==> src/rtl/display_scan_driver_if.sv <==
// Bus bundle between a display controller and the seven-segment scan driver.
// The master drives the value to show, the driver reports scan position and segments.
interface display_scan_driver_if;
    logic [31:0] value;
    logic        load;
    logic        blank_lz;
    logic        busy;
    logic [2:0]  digit_sel;
    logic [6:0]  seg;
    logic        frame_done;

    modport master (
        output value,
        output load,
        output blank_lz,
        input  busy,
        input  digit_sel,
        input  seg,
        input  frame_done
    );

    modport slave (
        input  value,
        input  load,
        input  blank_lz,
        output busy,
        output digit_sel,
        output seg,
        output frame_done
    );
endinterface

==> src/rtl/display_scan_driver.sv <==
// Time-multiplexed 8-digit seven-segment scanner with a frame-stable shadow register.
// New values are committed only at the digit-7 -> digit-0 wrap, so a frame never tears.
module display_scan_driver #(
    parameter int REFRESH_DIV = 100_000
) (
    input  logic                  clk,
    input  logic                  rst_n,
    display_scan_driver_if.slave  bus
);
    localparam int PW = (REFRESH_DIV > 2) ? $clog2(REFRESH_DIV) : 1;
    localparam logic [PW-1:0] PCNT_LAST = PW'(REFRESH_DIV - 1);

    logic [PW-1:0] pcnt_reg, pcnt_next;
    logic [2:0]    digit_sel_reg, digit_sel_next;
    logic [31:0]   shadow_reg, shadow_next;
    logic [31:0]   pend_val_reg, pend_val_next;
    logic          pending_reg, pending_next;
    logic          frame_done_reg, frame_done_next;
    logic          blank_lz_reg;

    logic          tick;
    logic          wrap;
    logic [7:0]    upper_zero;
    logic [3:0]    nibble;
    logic          blank_digit;
    logic [6:0]    font;

    assign tick = (pcnt_reg == PCNT_LAST);
    assign wrap = tick && (digit_sel_reg == 3'd7);

    always_comb begin
        pcnt_next       = tick ? '0 : pcnt_reg + PW'(1);
        digit_sel_next  = tick ? digit_sel_reg + 3'd1 : digit_sel_reg;
        frame_done_next = wrap;
        shadow_next     = shadow_reg;
        pend_val_next   = pend_val_reg;
        pending_next    = pending_reg;
        if (wrap) begin
            // A load on the wrap cycle goes straight into the new frame.
            pending_next = 1'b0;
            if (bus.load)
                shadow_next = bus.value;
            else if (pending_reg)
                shadow_next = pend_val_reg;
        end else if (bus.load) begin
            pend_val_next = bus.value;
            pending_next  = 1'b1;
        end
    end

    always_ff @(posedge clk or negedge rst_n) begin
        if (!rst_n) begin
            pcnt_reg       <= '0;
            digit_sel_reg  <= 3'd0;
            shadow_reg     <= 32'd0;
            pend_val_reg   <= 32'd0;
            pending_reg    <= 1'b0;
            frame_done_reg <= 1'b0;
            blank_lz_reg   <= 1'b0;
        end else begin
            pcnt_reg       <= pcnt_next;
            digit_sel_reg  <= digit_sel_next;
            shadow_reg     <= shadow_next;
            pend_val_reg   <= pend_val_next;
            pending_reg    <= pending_next;
            frame_done_reg <= frame_done_next;
            // Registered so seg has no combinational path from any input.
            blank_lz_reg   <= bus.blank_lz;
        end
    end

    // upper_zero[i]: shadow nibbles i..7 are all zero.
    generate
        for (genvar gi = 0; gi < 8; gi++) begin : g_lz
            assign upper_zero[gi] = (shadow_reg[31:4*gi] == '0);
        end
    endgenerate

    assign nibble      = shadow_reg[{digit_sel_reg, 2'b00} +: 4];
    assign blank_digit = blank_lz_reg && (digit_sel_reg != 3'd0) && upper_zero[digit_sel_reg];

    always_comb begin
        font = 7'b1111111;
        case (nibble)
            4'h0: font = 7'b1000000;
            4'h1: font = 7'b1111001;
            4'h2: font = 7'b0100100;
            4'h3: font = 7'b0110000;
            4'h4: font = 7'b0011001;
            4'h5: font = 7'b0010010;
            4'h6: font = 7'b0000010;
            4'h7: font = 7'b1111000;
            4'h8: font = 7'b0000000;
            4'h9: font = 7'b0010000;
            4'hA: font = 7'b0001000;
            4'hB: font = 7'b0000011;
            4'hC: font = 7'b1000110;
            4'hD: font = 7'b0100001;
            4'hE: font = 7'b0000110;
            4'hF: font = 7'b0001110;
            default: font = 7'b1111111;
        endcase
    end

    assign bus.seg        = blank_digit ? 7'b1111111 : font;
    assign bus.digit_sel  = digit_sel_reg;
    assign bus.busy       = pending_reg;
    assign bus.frame_done = frame_done_reg;
endmodule

==> src/flat_wrapper.sv <==
// flat-port wrapper written by rule: the top's interface ports become plain ports
module display_scan_driver_flat 
#(
    parameter int REFRESH_DIV = 100_000
)
  (clk, rst_n, bus_value, bus_load, bus_blank_lz, bus_busy, bus_digit_sel, bus_seg, bus_frame_done);
  display_scan_driver_if bus_i ();
  input  logic clk;
  input  logic rst_n;
  input wire logic [$bits(bus_i.value)-1:0] bus_value;
  input wire logic [$bits(bus_i.load)-1:0] bus_load;
  input wire logic [$bits(bus_i.blank_lz)-1:0] bus_blank_lz;
  output wire logic [$bits(bus_i.busy)-1:0] bus_busy;
  output wire logic [$bits(bus_i.digit_sel)-1:0] bus_digit_sel;
  output wire logic [$bits(bus_i.seg)-1:0] bus_seg;
  output wire logic [$bits(bus_i.frame_done)-1:0] bus_frame_done;
  assign bus_i.value = bus_value;
  assign bus_i.load = bus_load;
  assign bus_i.blank_lz = bus_blank_lz;
  assign bus_busy = bus_i.busy;
  assign bus_digit_sel = bus_i.digit_sel;
  assign bus_seg = bus_i.seg;
  assign bus_frame_done = bus_i.frame_done;
  display_scan_driver #(.REFRESH_DIV(REFRESH_DIV)) u_core (.clk(clk), .rst_n(rst_n), .bus(bus_i));
endmodule
==> config.mk <==
export PLATFORM = sky130hd
export DESIGN_NAME = display_scan_driver_flat
export DESIGN_NICKNAME = d
export VERILOG_FILES = /design/src/rtl/display_scan_driver_if.sv /design/src/rtl/display_scan_driver.sv /design/src/flat_wrapper.sv
export SDC_FILE = /design/constraint.sdc
export NUM_CORES = 1
export LEC_CHECK = 0
export CAP_MARGIN = 10
export CORE_MARGIN = 2
export CORE_UTILIZATION = 40
export CTS_CLUSTER_SIZE = 16
export DETAILED_ROUTE_END_ITERATION = 16
export GPL_TIMING_DRIVEN = 1
export SLEW_MARGIN = 20
export SYNTH_ARGS = -nofsm -noshare
export SYNTH_HDL_FRONTEND = slang
export SYNTH_SLANG_ARGS = --single-unit
==> constraint.sdc <==
create_clock -name clk -period 4.43 [get_ports clk]
set_input_delay 0.6645 -clock clk [delete_from_list [all_inputs] [get_ports clk]]
set_output_delay 0.6645 -clock clk [all_outputs]
set_load 0.05 [all_outputs]
---- Word level (Yosys, flattened, before mapping) ----
Memory sizes are Yosys's and may differ from the RTL's.
Index checks and enable logic that the tools add are counted.
storage, ports and cells
  flip-flop bits (word level) ............. 87
  memory bits (read-only) ................. 112
  word-level logic and storage cells ...... 39
  memories kept ........................... 1
operators by class
  $add $sub $neg .......................... 2
  order comparisons ....................... 1
  equal/unequal tests ..................... 2
  shift operators ......................... 1
  muxes and demuxes ....................... 8
  bitwise logic cells ..................... 1
  reduce and logical (&&, ||, !) cells .... 16
memories
  memory            words  width  read ports  clocked after Yosys merged registers in  write ports  line                       RTL
  (name not given)  16     7      1           0                                        0            display_scan_driver.sv:84  case (nibble)
operator list
  cell                                                         count
  two-way mux 32 bit                                           2
  logical NOT 32 bit                                           1
  variable part select 32 x 6 -> 4 bit                         1
  logical NOT 28 bit                                           1
  logical NOT 24 bit                                           1
  logical NOT 20 bit                                           1
  adder 17 x 1 -> 17 bit (second input constant)               1
  == test 17 bit (second input constant)                       1
  two-way mux 17 bit                                           1
  logical NOT 16 bit                                           1
  logical NOT 12 bit                                           1
  logical NOT 8 bit                                            1
  two-way mux 7 bit                                            1
  logical NOT 4 bit                                            1
  less-than comparator 3 x 4 -> 1 bit (second input constant)  1
  AND reduction 2 bit                                          2
  nonzero test 2 bit                                           2
  adder 3 x 1 -> 3 bit (second input constant)                 1
  binary-select mux 1 bit (select 3 bit)                       1
  == test 3 bit (second input constant)                        1
  logical AND 1 bit                                            3
  two-way mux 1 bit                                            3
  nonzero test 3 bit                                           1
  inverter 1 bit                                               1

---- Logic depth before layout (Yosys ltp) ----
Gate-level depths: netlist (run 1).
  depth after elaboration ................. 5
  mapped depth ............................ 9
  depth with buffers taken out ............ 8

---- Worst setup path before layout (run 1) ----
No wires, ideal clock.
  path kind ............................... register to output
  from .................................... register u_core.digit_sel_reg[1], in the netlist u_core.bus.digit_sel[1]
  to ...................................... output port bus_seg[0]
  arrival time ............................ 3.405 ns
  data required time ...................... 3.766 ns
  path slack .............................. 0.361 ns
  cell stages (with the launch flop) ...... 8
  cell sequence ........................... dfrtp_1 -> clkbuf_1 -> mux4_2 -> mux2_2 -> inv_1 -> ha_1 -> a21oi_1 -> o21ai_0
on the way
  longest elaborated chain between the ends .. 4
  elaborated cells between the ends (all ways) .. 8
  classes of those cells .................. 1 x shift; 3 x mux; 3 x reduce/logical; 1 x memory
RTL lines
  what                                                              line                        RTL
  from (decl)                                                       display_scan_driver.sv:14   logic [2:0] digit_sel_reg, digit_sel_next;
  from (signal assigned)                                            display_scan_driver.sv:62   digit_sel_reg <= digit_sel_next;
  branches (longest 3 deep; another with memory read (16 x 7 bit))  --
  two-way mux 7 bit *                                               display_scan_driver.sv:105  assign bus.seg = blank_digit ? 7'b1111111 : font;
  to (decl)                                                         flat_wrapper.sv:15          output wire logic [$bits(bus_i.seg)-1:0] bus_seg;
Every way passes the cells marked *. The select of a mux whose other input is x is not followed.

---- Worst setup path after layout (run 1) ----
  from .................................... register u_core.digit_sel_reg[0], in the netlist u_core.bus.digit_sel[0]
  to ...................................... output port bus_seg[3]
Same word-level chain as after synthesis.

==> qor.csv, run 1 <==
stage;metric;value;unit
run_status;status;complete, no violations;
worst_setup_path;crit path DAT;3.51;ns
clock_tree;hold_buf cts;0;
worst_setup_path;CP delay by family, top;multiplexers;
drt;total routed wirelength;8640;um
clock_tree;Num CTS Buffers;9;
final_layout;most frequent cells in the layout;dfrtp_1 (86), nor2_1 (47), clkdlybuf4s50_1 (45);
global_routing;gr usage total;0.163;
timing;Hold Vio Cnt, Final;0;
worst_setup_path;Buf/Inv on CP;3;
timing;final setup violation count;0;
clock_tree;post-cts resize count;0;
synth;syn nets;411;
timing;Achievable Freq;239;MHz
synth;Synth Instances;365;
floorplan;Core Area;0.0104;mm2
timing;Worst Skew;0.0164;ns
clock_tree;H-tree depth;3;
final_layout;FF/Latch Area;0.00218;mm2
worst_setup_path;register-to-register setup slack;1.21;ns
final_layout;Layout area overhead;19.6;%
drt;vias per inst;5.19;
worst_setup_path;slowest cell delay on critical path;0.81;ns
timing;TNS Setup;0;ns
global_routing;GRT overflow;0;
placement;placed cells;536;
final_layout;Final nets;457;
timing;unrepaired setup endpoints after global routing;no;
clock_tree;maximum clock insertion buffer count;2;
placement;IO Port Bufs;47;
clock_tree;clock tree sinks;87;
synth;Syn Area/Cell;11.7;um2
power_and_ir_drop;pwr dens;338;mW/mm2
job;Max Cap Violations;0;
timing;period utilisation layout;0.943;
floorplan;I/O pins;48;
drt;DRC;0;
drt;DR vias;2865;
worst_setup_path;CP max FO;8;
worst_setup_path;Worst path slowest cell;clkdlybuf4s50_1;
floorplan;die area;0.0115;mm2
final_layout;layout cell share with drive strength beyond 1;0.180;
drt;Avg WL per Cell;15.7;um
floorplan;Initial Util;0.413;
synth;ys async rst share;1.00;
drt;DR pass1 iterations;4;
worst_setup_path;WS Path Type;flop to primary output;
worst_setup_path;critical path capture point type;primary output;
floorplan;Die X-Extent;107;um
final_layout;fill cell count;948;
clock_tree;Post-CTS Setup Inserts;0;
power_and_ir_drop;leakage;2.23;nW
clock_tree;Root Driver;clkbuf_8;
placement;DP HPWL;6060;um
floorplan;Row Count;37;
worst_setup_path;crit-path cells;mux4_2 -> mux2_2 -> inv_1 -> ha_1 -> inv_1 -> mux2i_1 -> mux2_2 -> nand2_1 -> clkdlybuf4s50_1;
timing;Slew @ Worst Pin;0.971;ns
power_and_ir_drop;Max VDD drop;0.188;mV
clock_tree;clk_lat worst skew;0.37;ns
timing;Final min period;4.18;ns
clock_tree;Worst-path clk slew;0.10;ns
global_routing;initial antenna violation count;0;
clock_tree;CTS tree;done;
timing;Rel. slew slack;0.353;
global_routing;first-pass GRT wire length;14600;um
power_and_ir_drop;total power;0.00173;W
final_layout;area of the multi-input gates;0.00200;mm2
worst_setup_path;startpoint types;flop;
drt;Final ANT Viol Nets;0;
synth;Synth Flop Type;dfrtp_1;
floorplan;Die Y;107;um
timing;hold slack final;0.316;ns
final_layout;commonest non-fill, non-tap cell in the layout;dfrtp_1;
synth;count of flip-flops with a built-in enable after synthesis;0;
global_routing;vias in the first global route;2937;
synth;Synth warnings;0;
timing;fin. max-slew vios;0;
synth;post-synth cell types;39;
worst_setup_path;Worst Path Required;3.77;ns
synth;Post-Syn Area;0.00428;mm2
final_layout;Final Non-Filler Cells;552;
global_routing;pin count of the biggest net entering global routing;52;
synth;Seq/Total Area, Yosys;0.508;
drt;First DRT Iteration DRCs;97;
placement;RePlAce Congestion;0.772;
synth;Yosys reg bits;87;
worst_hold_path;Hold/Removal Path Class;primary input to asynchronous set/reset pin;
final_layout;Inserted Diodes;0;
synthesized netlist by cell type (2+ instances only):
cell type  count  area [um2]
mux4_2         8         180
o221ai_1       3        26.3
xor2_1         6        52.6
and2_1         2        12.5
nand2b_1       2        12.5
buf_2          9        45.0
nand4_1        4        25.0
mux2_1         2        22.5
mux2i_1       37         370
o21ai_0        3        15.0
o211ai_1       2        15.0
inv_1          7        26.3
nand2_1       11        41.3
clkbuf_1       9        33.8
nor4_1        10        62.6
ha_1          10         125
a21oi_1       34         170
o22ai_1        2        12.5
nand3_1        7        35.0
or2_2          2        12.5
mux2_2        35         394
xnor2_1       10        87.6
nand4bb_1      2        22.5
dfrtp_1       87        2180
nor2_1        47         176
final timing paths:
check,cells after the start,start,endpoint
worst max-delay path,9,u_core.bus.digit_sel[0]$_DFFE_PN0N_,bus_seg[3]
worst min-delay path,1,rst_n,u_core.pcnt_reg[12]$_DFF_PN0_
worst max register to register,6,u_core.pcnt_reg[0]$_DFF_PN0_,u_core.pend_val_reg[24]$_DFFE_PN0P_
worst min register to register,1,u_core.pcnt_reg[13]$_DFF_PN0_,u_core.pcnt_reg[13]$_DFF_PN0_
max in group asynchronous,2,rst_n,u_core.bus.digit_sel[1]$_DFFE_PN0N_
min in group clk,1,u_core.pcnt_reg[13]$_DFF_PN0_,u_core.pcnt_reg[13]$_DFF_PN0_
where the power goes:
part / internal [W] / switching, W / total (W)
logic: 0.000113 / 0.000111 / 0.000224
clock network: 0.000325 / 0.000306 / 0.000630
registers: 0.000842 / 0.0000320 / 0.000874
total: 0.00128 / 0.000449 / 0.00173
kinds of logic after synthesis:
logic type	Yosys count	share of synthesized area
AND/OR/NAND/NOR	95	0.111
XOR/XNOR	16	0.0327
buffers and inverters	26	0.0254
AO/OA/AOI/OAI	48	0.0640
adder cells (fa/ha/maj)	10	0.0292
multiplexers	83	0.229
flip-flops	87	0.508
final cells by class:
type                            instances  share of cell area
Inverter                                8             0.00587
Clock inverter                          7              0.0196
Tap cell                              136              0.0332
Sequential cell                        87               0.426
Clock buffer                            9              0.0242
Timing Repair Buffer                   53               0.102
Multi-Input combinational cell        252               0.390
worst register-to-register path, delay by kind of cell, from the launching register on:
family | cells | cell delay, ns
and+or+nand+nor | 2 | 0.90
AOI/OAI and AO/OA | 1 | 0.77
DFF | 1 | 0.41
buffers and inverters | 1 | 0.41
muxes | 1 | 0.37
adders and majority gates | 1 | 0.23
per-stage QoR:
stage	util	setup slack, ns	cell area [um2]
2_1_floorplan	-	0.361	4280
3_5_place_dp	0.472	0.506	4890
4_1_cts	0.493	0.0846	5120
3_3_place_gp	0.472	0.591	4890
5_1_grt	0.494	0.0709	5120
6_report	0.494	0.252	5120
per-layer routing:
layer / share of wire / global-route usage / routed length [um]
met4: 0.019 / 0.0696 / 166
met5: 0 / 0 / 0
met2: 0.46 / 0.245 / 3970
met3: 0.036 / 0.0363 / 309
met1: 0.49 / 0.226 / 4200
(Power assumes the default switching activity.)
==> run 2: changes to the inputs <==
==> constraint.sdc (replaced) <==
create_clock -name clk -period 4.3 [get_ports clk]
set_input_delay 0.645 -clock clk [delete_from_list [all_inputs] [get_ports clk]]
set_output_delay 0.645 -clock clk [all_outputs]
set_load 0.05 [all_outputs]
==> qor.csv, run 2 (synthesis results as in run 1) <==
stage;metric;value;unit;change
drt;Final ANT Viol Nets;0;;unchanged
worst_setup_path;crit path DAT;3.36;ns;-0.15 ns
worst_setup_path;Buf/Inv on CP;2;;-1
global_routing;first-pass GRT wire length;14400;um;-1.0%
power_and_ir_drop;leakage;2.23;nW;about the same
timing;Final min period;4.01;ns;
worst_setup_path;startpoint types;flop;;
drt;First DRT Iteration DRCs;87;;-10%
timing;Slew @ Worst Pin;0.969;ns;-0.00211 ns
placement;placed cell area;0.00491;mm2;+0.31%
clock_tree;Root Driver;clkbuf_8;;
drt;DRC;0;;unchanged
global_routing;gr usage total;0.160;;-0.00270
floorplan;die area;0.0115;mm2;unchanged
worst_setup_path;WS Path Type;flop to primary output;;
final_layout;FF/Latch Area;0.00218;mm2;about the same
clock_tree;Worst-path clk slew;0.09;ns;about the same
worst_setup_path;critical path capture point type;primary output;;
clock_tree;Num CTS Buffers;9;;unchanged
timing;fin. max-slew vios;0;;unchanged
worst_setup_path;Worst path slowest cell;clkdlybuf4s50_1;;
global_routing;pin count of the biggest net entering global routing;52;;unchanged
floorplan;Die X-Extent;107;um;unchanged
drt;Avg WL per Cell;15.4;um;-1.4%
placement;DP Worst Slack;0.542;ns;+0.0368 ns
worst_setup_path;crit path from;u_core.bus.digit_sel[1]$_DFFE_PN0N_;;
final_layout;layout cell share with drive strength beyond 1;0.182;;+0.00153
timing;Achievable Freq;250;MHz;
final_layout;Final Non-Filler Cells;554;;+0.36%
clock_tree;post-cts resize count;0;;unchanged
floorplan;Initial Util;0.413;;unchanged
clock_tree;maximum clock insertion buffer count;2;;unchanged
final_layout;Layout area overhead;19.1;%;
timing;period utilisation layout;0.932;;
clock_tree;hold_buf cts;0;;unchanged
power_and_ir_drop;Max VDD drop;0.156;mV;-17%
timing;Hold Vio Cnt, Final;0;;unchanged
timing;Worst Skew;0.0147;ns;-0.00169 ns
final_layout;Finished Core Util;0.492;;-0.00169
drt;DR pass1 iterations;4;;unchanged
floorplan;I/O pins;48;;unchanged
worst_setup_path;CP max FO;9;;+1
placement;DP HPWL;6090;um;+0.44%
worst_setup_path;Worst Path Required;3.65;ns;-0.12 ns
final_layout;commonest non-fill, non-tap cell in the layout;dfrtp_1;;
placement;placed cells;538;;+0.37%
worst_setup_path;most used cell, CP;mux2_2;;
final_layout;cell area after layout;0.00510;mm2;-0.34%
worst_setup_path;R2R Path Start;u_core.pcnt_reg[5]$_DFF_PN0_;;
timing;Final WS setup;0.294;ns;+0.0426 ns
worst_setup_path;slowest cell delay on critical path;0.83;ns;+0.02 ns
power_and_ir_drop;pwr dens;328;mW/mm2;-3.0%
floorplan;Die Y;107;um;unchanged
drt;vias per inst;5.12;;-1.3%
run_status;status;complete, no violations;;
timing;final setup violation count;0;;unchanged
global_routing;initial antenna violation count;0;;unchanged
final_layout;Final nets;459;;+0.44%
clock_tree;clock tree sinks;87;;unchanged
floorplan;Row Count;37;;unchanged
final_layout;area of the multi-input gates;0.00200;mm2;unchanged
final_layout;fill cell count;946;;-0.21%
timing;Rel. slew slack;0.352;;-0.000604
worst_setup_path;CP delay by family, top;multiplexers;;
floorplan;Core Area;0.0104;mm2;unchanged
global_routing;GRT overflow;0;;unchanged
worst_setup_path;Reg2Reg Depth;6;;unchanged
clock_tree;CTS tree;done;;
timing;TNS Setup;0;ns;unchanged
timing;unrepaired setup endpoints after global routing;no;;
worst_setup_path;crit-path cells;mux4_2 -> mux2_2 -> inv_1 -> ha_1 -> mux2_2 -> nand2_1 -> o211ai_1 -> clkdlybuf4s50_1;;
global_routing;vias in the first global route;2896;;-1.4%
clock_tree;clk_lat worst skew;0.36;ns;about the same
placement;IO Port Bufs;47;;unchanged
drt;total routed wirelength;8560;um;-1.0%
final_layout;most frequent cells in the layout;dfrtp_1 (87), nor2_1 (47), clkdlybuf4s50_1 (44);;
worst_hold_path;Hold/Removal Path Class;primary input to asynchronous set/reset pin;;
clock_tree;H-tree depth;3;;unchanged
placement;RePlAce Congestion;0.783;;+1.4%
clock_tree;Post-CTS Setup Inserts;0;;unchanged
final_layout;Inserted Diodes;0;;unchanged
drt;DR vias;2839;;-0.91%
worst_setup_path;Worst path depth;8;;-1
job;Max Cap Violations;0;;unchanged
==> run 2: cell count changes in the layout (fill, tap and decap cells not counted), sizes merged <==
cell | previous run | this run
buf | 8 | 10
bufinv | 2 | 0
clkinvlp | 0 | 2
inv | 11 | 9
clkbuf | 9 | 10
clkdlybuf4s50 | 45 | 44
clkinv | 2 | 3
dlymetal6s2s | 0 | 1
==> run 2: final timing paths <==
check / slack, ns / endpoint
setup / recovery: 0.29 / bus_seg[4]
hold / removal: 0.32 / u_core.pend_val_reg[23]$_DFFE_PN0P_
setup reg to reg: 1.44 / u_core.shadow_reg[13]$_DFFE_PN0P_
hold reg to reg: 0.49 / u_core.pcnt_reg[0]$_DFF_PN0_
max in group asynchronous: 3.06 / u_core.shadow_reg[4]$_DFFE_PN0P_
min in group clk: 0.49 / u_core.pcnt_reg[0]$_DFF_PN0_
==> run 2: layout make-up <==
class | instances | share of cell area
Timing Repair Buffer | 55 | 0.105
Sequential cell | 87 | 0.427
Clock inverter | 6 | 0.0103
Inverter | 8 | 0.00589
Tap cell | 136 | 0.0334
Multi-Input combinational cell | 252 | 0.391
Clock buffer | 10 | 0.0270
==> run 2: routing by layer <==
metal | routed length, um | track usage | part of all wire | up-vias
met3 | 358 | 0.0393 | 0.042 | 14
met2 | 3890 | 0.235 | 0.46 | 49
met1 | 4150 | 0.227 | 0.48 | 1368
met5 | 0 | 0 | 0 | -
li1 | - | - | - | 1408
met4 | 157 | 0.0650 | 0.018 | 0
==> run 2: through the flow <==
step | hold WS, ns | power [W]
after floorplan | 0.349 | 0.00105
after global placement | 0.473 | 0.00115
after detailed placement | 0.481 | 0.00115
after CTS | 0.327 | 0.00170
after global routing | 0.371 | 0.00176
final | 0.316 | 0.00167
==> run 2: report_power, final <==
part | switching, W | total [W] | internal (W) | leakage (nW)
clock network | 0.000306 | 0.000540 | 0.000234 | 0.0910
registers | 0.0000336 | 0.000901 | 0.000867 | 1.08
logic | 0.000114 | 0.000231 | 0.000117 | 1.06
==> run 3: changes to the inputs <==
--- a/config.mk
+++ b/config.mk
@@ -7,10 +7,11 @@
 export LEC_CHECK = 0
 export CAP_MARGIN = 10
 export CORE_MARGIN = 2
-export CORE_UTILIZATION = 40
+export CORE_UTILIZATION = 56
 export CTS_CLUSTER_SIZE = 16
 export DETAILED_ROUTE_END_ITERATION = 16
 export GPL_TIMING_DRIVEN = 1
+export PLACE_DENSITY = 0.79
 export SLEW_MARGIN = 20
 export SYNTH_ARGS = -nofsm -noshare
 export SYNTH_HDL_FRONTEND = slang
==> qor.csv, run 3 (synthesis results as in run 1) <==
stage;metric;value;unit;change
worst_setup_path;crit path from;u_core.bus.digit_sel[0]$_DFFE_PN0N_;;
final_layout;Layout area overhead;17.8;%;
power_and_ir_drop;sequential share of power;0.532;;-0.007
power_and_ir_drop;combinational power share;0.136;;-0.002
timing;Slew @ Worst Pin;0.805;ns;-0.163 ns
drt;DR pass1 iterations;4;;unchanged
floorplan;Die X-Extent;91.4;um;-15%
placement;RePlAce Congestion;0.864;;+10%
drt;DR vias;2877;;+1.3%
timing;Final WS setup;0.189;ns;-0.106 ns
worst_setup_path;critical path capture point type;primary output;;
worst_hold_path;Hold/Removal Path Class;primary input to asynchronous set/reset pin;;
final_layout;cell area after layout;0.00504;mm2;-1.1%
worst_setup_path;crit-path cells;mux4_2 -> mux2_2 -> inv_1 -> ha_1 -> inv_1 -> mux2i_1 -> mux2_2 -> nand2_1 -> clkdlybuf4s50_1;;
timing;Hold Vio Cnt, Final;0;;unchanged
clock_tree;maximum clock insertion buffer count;2;;unchanged
clock_tree;hold_buf cts;0;;unchanged
placement;DP HPWL;5760;um;-5.4%
power_and_ir_drop;Max VDD drop;0.201;mV;+28%
global_routing;GRT overflow;0;;unchanged
worst_setup_path;worst reg2reg path endpoint;u_core.shadow_reg[24]$_DFFE_PN0P_;;
final_layout;Final Non-Filler Cells;516;;-6.9%
floorplan;Core Area;0.00733;mm2;-29%
power_and_ir_drop;pwr dens;335;mW/mm2;+2.3%
worst_setup_path;CP max FO;8;;-1
timing;Rel. slew slack;0.458;;+0.106
clock_tree;clock tree sinks;87;;unchanged
placement;placed cells;501;;-6.9%
global_routing;gr usage total;0.214;;+0.0538
timing;period utilisation layout;0.956;;+0.0246
final_layout;Final nets;459;;unchanged
placement;placed cell area;0.00485;mm2;-1.2%
power_and_ir_drop;leakage;2.21;nW;-0.67%
worst_setup_path;crit path DAT;3.47;ns;+0.11 ns
worst_setup_path;WS Path Type;flop to primary output;;
clock_tree;CTS tree;done;;
timing;Worst Skew;0.00622;ns;-0.00847 ns
clock_tree;H-tree depth;3;;unchanged
placement;DP Worst Slack;0.545;ns;+0.00282 ns
drt;total routed wirelength;8090;um;-5.5%
power_and_ir_drop;clock power share;0.332;;+0.009
clock_tree;Root Driver;clkbuf_8;;
floorplan;Die Y;91.4;um;-15%
power_and_ir_drop;cell internal pwr;0.00127;W;+4.1%
worst_setup_path;register-to-register setup slack;1.78;ns;+0.34 ns
floorplan;I/O pins;48;;unchanged
power_and_ir_drop;Psw;0.000424;W;-6.6%
worst_setup_path;startpoint types;flop;;
floorplan;die area;0.00836;mm2;-28%
timing;unrepaired setup endpoints after global routing;no;;
worst_setup_path;crit path capture;bus_seg[3];;
run_status;status;complete, no violations;;
floorplan;Initial Util;0.584;;+0.171
clock_tree;Worst-path clk slew;0.08;ns;about the same
floorplan;Row Count;31;;-16%
final_layout;Inserted Diodes;0;;unchanged
clock_tree;clk_lat worst skew;0.35;ns;about the same
timing;TNS Setup;0;ns;unchanged
worst_setup_path;R2R Path Start;u_core.pcnt_reg[0]$_DFF_PN0_;;
global_routing;first-pass GRT wire length;14300;um;-0.82%
drt;Final ANT Viol Nets;0;;unchanged
global_routing;vias in the first global route;2970;;+2.6%
clock_tree;Num CTS Buffers;9;;unchanged
worst_setup_path;Worst path slowest cell;clkdlybuf4s50_1;;
worst_setup_path;slowest cell delay on critical path;0.80;ns;-0.03 ns
drt;vias per inst;5.58;;+8.8%
worst_setup_path;Worst Path Required;3.65;ns;about the same
power_and_ir_drop;switching share of power;0.251;;-0.0209
drt;First DRT Iteration DRCs;133;;+53%
drt;Avg WL per Cell;15.7;um;+1.4%
worst_setup_path;Reg2Reg Depth;7;;+1
timing;fin. max-slew vios;0;;unchanged
timing;Final min period;4.11;ns;+0.106 ns
timing;Achievable Freq;243;MHz;-2.6%
global_routing;pin count of the biggest net entering global routing;65;;+25%
final_layout;fill cell count;533;;-44%
final_layout;layout cell share with drive strength beyond 1;0.177;;-0.00436
drt;DRC;0;;unchanged
timing;final setup violation count;0;;unchanged
final_layout;commonest non-fill, non-tap cell in the layout;dfrtp_1;;
final_layout;most frequent cells in the layout;dfrtp_1 (87), nor2_1 (47), clkdlybuf4s50_1 (45);;
job;Max Cap Violations;0;;unchanged
clock_tree;post-cts resize count;0;;unchanged
clock_tree;Post-CTS Setup Inserts;0;;unchanged
global_routing;initial antenna violation count;0;;unchanged
placement;IO Port Bufs;47;;unchanged
==> run 3: worst min-delay path by stage <==
stage,startpoint,end,slack [ns],depth (start not counted)
global placement,u_core.pcnt_reg[13]$_DFF_PN0_,u_core.pcnt_reg[13]$_DFF_PN0_,0.47,1
global route,rst_n,u_core.pcnt_reg[7]$_DFF_PN0_,0.36,1
detailed placement,u_core.pcnt_reg[0]$_DFF_PN0_,u_core.pcnt_reg[0]$_DFF_PN0_,0.48,1
finish,rst_n,u_core.pcnt_reg[7]$_DFF_PN0_,0.32,1
floorplan,rst_n,u_core.blank_lz_reg$_DFF_PN0_,0.35,0
CTS,rst_n,u_core.pcnt_reg[1]$_DFF_PN0_,0.33,1
==> run 3: critical path, delay by kind of cell, from the launching register on <==
family | cells | cell delay [ns]
mux | 4 | 1.19
flops | 1 | 0.56
fa+ha+maj | 1 | 0.26
buf+inv | 3 | 1.04
simple gates | 1 | 0.07
==> run 3: stage by stage <==
step	hold WS, ns	utilization	total power (W)
6_report	0.317	0.688	0.00169
5_1_grt	0.364	0.688	0.00177
4_1_cts	0.333	0.688	0.00171
3_5_place_dp	0.483	0.662	0.00115
3_3_place_gp	0.472	0.662	0.00114
2_1_floorplan	0.349	-	0.00105
==> run 3: metal layers <==
metal  routed length (um)  track usage  share of wire
met1                 3610        0.284           0.45
met2                 3950        0.342           0.49
met3                  404       0.0622          0.050
met4                  116       0.0619          0.014
met5                    0            0              0
==> run 3: layout make-up <==
class	instances	area [um2]	area share
inverter	8	30.0	0.00595
clock buffer	11	141	0.0280
multi-input combinational	252	2000	0.396
clock inverter	4	53.8	0.0107
tap	99	124	0.0246
sequential	87	2180	0.432
timing repair buffer	55	523	0.104
==> run 3: power groups by stage <==
| stage | Sequential [W] | Clock [W] | Combinational [W] |
|---|---|---|---|
| detailed placement | 0.000916 | 0 | 0.000233 |
| finish | 0.000900 | 0.000561 | 0.000230 |
| global route | 0.000907 | 0.000613 | 0.000254 |
| floorplan | 0.000904 | 0 | 0.000146 |
| global placement | 0.000914 | 0 | 0.000227 |
| CTS | 0.000900 | 0.000578 | 0.000233 |
